==> src/rtl/gray_pkg.sv <==
// Shared Gray-code helpers used by the decoder pipeline, the encoder and the benches.
package gray_pkg;

  localparam int GRAY_DEFAULT_WIDTH = 4;

  function automatic logic [31:0] bin2gray(input logic [31:0] b);
    return b ^ (b >> 1);
  endfunction

  // Binary bit i is the XOR of every Gray bit at or above i.
  function automatic logic gray_bit(input logic [31:0] g, input int i);
    return ^(g >> i);
  endfunction

  function automatic logic [31:0] gray2bin(input logic [31:0] g);
    logic [31:0] b;
    b = '0;
    for (int i = 0; i < 32; i++) begin
      b[i] = gray_bit(g, i);
    end
    return b;
  endfunction

endpackage

==> src/rtl/gray_step_mon.sv <==
// Flags any transferred word that is not a +1 (mod 2^WIDTH) step from the previous one.
module gray_step_mon
  import gray_pkg::*;
#(
  parameter int WIDTH     = GRAY_DEFAULT_WIDTH,
  parameter int ERR_CNT_W = 8
) (
  input  logic                 clk,
  input  logic                 rst_n,
  input  logic                 xfer,
  input  logic [WIDTH-1:0]     word,
  output logic                 step_err,
  output logic [ERR_CNT_W-1:0] err_cnt
);

  logic [WIDTH-1:0] prev;
  logic [WIDTH-1:0] prev_inc;
  logic             prev_vld;
  logic             bad_step;

  assign prev_inc = prev + WIDTH'(1);
  // The first transfer after reset only seeds prev.
  assign bad_step = xfer & prev_vld & (word != prev_inc);

  always_ff @(posedge clk or negedge rst_n) begin
    if (!rst_n) begin
      prev     <= '0;
      prev_vld <= 1'b0;
      step_err <= 1'b0;
      err_cnt  <= '0;
    end else begin
      step_err <= bad_step;
      if (xfer) begin
        prev     <= word;
        prev_vld <= 1'b1;
      end
      if (bad_step && (err_cnt != {ERR_CNT_W{1'b1}})) begin
        err_cnt <= err_cnt + ERR_CNT_W'(1);
      end
    end
  end

endmodule

==> src/rtl/gray_to_binary_pipe.sv <==
// Two-stage valid/ready Gray-to-binary decoder.
// Define GRAY_STEP_CHECK_EN to build the output step monitor (step_err / err_cnt).
module gray_to_binary_pipe
  import gray_pkg::*;
#(
  parameter int WIDTH     = GRAY_DEFAULT_WIDTH,
  parameter int ERR_CNT_W = 8
) (
  input  logic                 clk,
  input  logic                 rst_n,
  input  logic                 in_valid,
  output logic                 in_ready,
  input  logic [WIDTH-1:0]     in_gray,
  output logic                 out_valid,
  input  logic                 out_ready,
  output logic [WIDTH-1:0]     out_bin,
  output logic                 step_err,
  output logic [ERR_CNT_W-1:0] err_cnt
);

  logic             v1;
  logic             v2;
  logic             load1;
  logic             load2;
  logic [WIDTH-1:0] g1;
  logic [WIDTH-1:0] dec;

  // No skid buffer: ready ripples combinationally back from out_ready.
  assign load2     = ~v2 | out_ready;
  assign load1     = ~v1 | load2;
  assign in_ready  = load1;
  assign out_valid = v2;

  always_comb begin
    dec = '0;
    for (int i = 0; i < WIDTH; i++) begin
      dec[i] = gray_bit(32'(g1), i);
    end
  end

  always_ff @(posedge clk or negedge rst_n) begin
    if (!rst_n) begin
      v1 <= 1'b0;
      g1 <= '0;
    end else if (load1) begin
      v1 <= in_valid;
      if (in_valid) begin
        g1 <= in_gray;
      end
    end
  end

  always_ff @(posedge clk or negedge rst_n) begin
    if (!rst_n) begin
      v2      <= 1'b0;
      out_bin <= '0;
    end else if (load2) begin
      v2 <= v1;
      if (v1) begin
        out_bin <= dec;
      end
    end
  end

`ifdef GRAY_STEP_CHECK_EN
  gray_step_mon #(
    .WIDTH     (WIDTH),
    .ERR_CNT_W (ERR_CNT_W)
  ) u_step_mon (
    .clk      (clk),
    .rst_n    (rst_n),
    .xfer     (v2 & out_ready),
    .word     (out_bin),
    .step_err (step_err),
    .err_cnt  (err_cnt)
  );
`else
  assign step_err = 1'b0;
  assign err_cnt  = '0;
`endif

endmodule

==> config.mk <==
export PLATFORM = sky130hd
export DESIGN_NAME = gray_to_binary_pipe
export DESIGN_NICKNAME = d
export VERILOG_FILES = /design/src/rtl/gray_pkg.sv /design/src/rtl/gray_step_mon.sv /design/src/rtl/gray_to_binary_pipe.sv
export SDC_FILE = /design/constraint.sdc
export NUM_CORES = 1
export LEC_CHECK = 0
export CAP_MARGIN = 10
export CORE_AREA = 5 5 42 44
export DETAILED_ROUTE_END_ITERATION = 10
export DIE_AREA = 0 0 47 49
export GPL_TIMING_DRIVEN = 0
export PLACE_DENSITY = 0.73
export SYNTH_ARGS = -nofsm -noshare
export SYNTH_HDL_FRONTEND = slang
export SYNTH_SLANG_ARGS = --single-unit
==> constraint.sdc <==
create_clock -name clk -period 2.3 [get_ports clk]
set_input_delay 0.69 -clock clk [delete_from_list [all_inputs] [get_ports clk]]
set_output_delay 0.69 -clock clk [all_outputs]
set_load 0.02 [all_outputs]
==> metrics.cfg <==
[place]
pre_cts_slack_ns=-0.323
dpl.cell_count=75
place_hpwl_um=671
place_area_um2=673
place.port_buffers=13
gp_congestion=0.654

[timing]
hold_violations=0
setup_slack_ns=0.124
skew_ns=0.00207
max_freq_ghz=0.459
finalCritPeriodShare_pct=94.6
min_period_ns=2.18
setup_tns_ns=0
final_max_slew_viol_count=0
rsz0062_at_grt=no
setup-violations-final=0

[synth]
postSynthAreaPerCell_um2=13.0
syn_inst=38
async_flop_share_pct=100
ys_types=13
synth.top_cell.area_share_pct=50.8
ys_warn_count=0
synth-seq-area-share_pct=50.8
synth.area.top_cells=dfrtp_1, buf_4, mux2_2
synth_flop_cell=dfrtp_1
yosysTopAreaCell=dfrtp_1
ys_ff_latch=10
yosysMostFrequentCell=dfrtp_1
ys_top_cells_by_count=dfrtp_1, buf_4, mux2_2
syn-cell-area_um2=493
synth-edff-count=0

[floorplanning]
pin_count=23
initial_core_util_pct=35.2
placementRows=14
die_y_um=49
dieWidth_um=47
dieArea_mm2=0.00230
core_area_mm2=0.00140

[clock_tree]
cts_sinks=10
clockBufferDepth=2
clk_pin_slew_worst_paths_ns=0.06
cts_root_buffer=clkbuf_4
cts_hold_buffers=0
clk_latency_ns=0.26
cts_setup_buffers=0
cts_tree=built
numCtsBuffers=3
htreeDepth=1

[final_layout]
area_growth_pct=42.9
fin_util_pct=50.3
drive_gt1_share_pct=33.3
finalNetCount=72
antennaDiodeCount=0
fin_area_um2=704
finalNonFillerCells=79

[critical_path]
worstSetupEndpointType=output pin
crit_required_ns=1.61
path_max_fanout=3
timing_worst_setup_path_type=in2out
cp.arrival_ns=1.49
start_kind=input pin

[power]
irDropWorstVdd_uv=362
p_sw_share_pct=29.7
internal_power_uw=437
clock_power_share_pct=24.7
p_per_area_mw_per_mm2=883
combPwrFrac_pct=35.9
p_switching_uw=185
p_seq_share_pct=39.4
p_leak_uw=0.000337

[run]
maxCapViolations=0

[global_route]
grt_util_all_layers_pct=8.36
grt_antenna_before_repair=0
grt_pass1_vias=319
grt_pass1_wl_um=1370
grt_max_degree=11
overflow=0

[route]
drt_iter0_drc=4
remaining_drc_errors=0
dr_total_vias=309
dr.pass1.iters=4
viasPerCell=3.91
antenna_left=0
wirelength_um=793
wire_per_inst_um=10.0

[worst_hold_path]
hp-class=reg2reg

[run_status]
status=complete, no violations

-- through the flow --
step | hold WS (ns) | power, uW
finish | 0.494 | 622
global route | 0.535 | 662
CTS | 0.504 | 634
detailed placement | 0.489 | 476
global placement | 0.484 | 469
floorplan | 0.394 | 380
-- final cells by class --
class                           instances  area (um^2)
Buffer                                  9         67.6
Clock buffer                            4         36.3
Fill cell                             143          697
Multi-Input combinational cell         27          205
Sequential cell                        10          250
Tap cell                               16         20.0
Timing Repair Buffer                   13          125
-- cells in the final DEF (no fill, tap or decap) --
cell type,instances
clkdlybuf4s50_1,12
dfrtp_1,10
buf_4,9
conb_1,9
mux2_2,6
nand2b_1,3
clkbuf_4,3
nand2_1,2
nand3b_1,1
xor2_2,1
xor2_1,1
mux2_1,1
xnor3_1,1
a21oi_1,1
a31oi_1,1
clkbuf_8,1
buf_2,1
-- registers in the layout (all words and copies together), names as in the netlist --
register   flops
g1             4
v1             1
out_bin        4
out_valid      1
-- logic make-up (layout without fill, tap and decap cells) --
| group | Yosys count | in the layout | share of synthesized area (%) |
|---|---|---|---|
| AO/OA/AOI/OAI | 2 | 2 | 2.28 |
| XOR/XNOR | 3 | 3 | 9.65 |
| flip-flops | 10 | 10 | 50.8 |
| other | 1 | 9 | 0.761 |
| AND/OR/NAND/NOR | 6 | 6 | 6.85 |
| multiplexers | 7 | 7 | 16.0 |
| buffers and inverters | 9 | 26 | 13.7 |
-- power by group through the flow --
stage	clock network [uW]	registers, uW	logic (uW)
after detailed placement	0	251	226
after CTS	161	247	226
final	154	245	223
after global placement	0	247	222
after floorplan	0	284	96.8
after global routing	169	253	240
-- routing by layer --
layer  GRT usage (%)  wire length (um)  vias up  share of wire, %
met3            2.58                89        2                11
met2            12.0               388       12                49
met4            5.53                 9        0               1.1
li1                -                 -      156                 -
met1            10.3               306      139                39
met5               0                 0        -                 0
-- worst max-delay path, cell delays in order --
cell	delay, ns
clkdlybuf4s50_1	0.46
nand3b_1	0.15
buf_2	0.19
-- repair_timing --
item,in CTS,in global routing
pin swaps,0,0
resized for setup,3,1
endpoints found under the setup margin,1,1
-- path summary, 6_finish.rpt --
check / from / endpoint / slack, ns / depth (start not counted)
max in group asynchronous: rst_n / out_bin[3] / 1.26 / 1
hold / removal: out_bin[3] / out_bin[3] / 0.49 / 1
min in group asynchronous: rst_n / g1[3] / 0.74 / 1
setup / recovery: out_ready / in_ready / 0.12 / 3
hold reg to reg: out_bin[3] / out_bin[3] / 0.49 / 1
setup reg to reg: v1 / g1[3] / 1.10 / 3
Power figures use the tool's default switching activity.
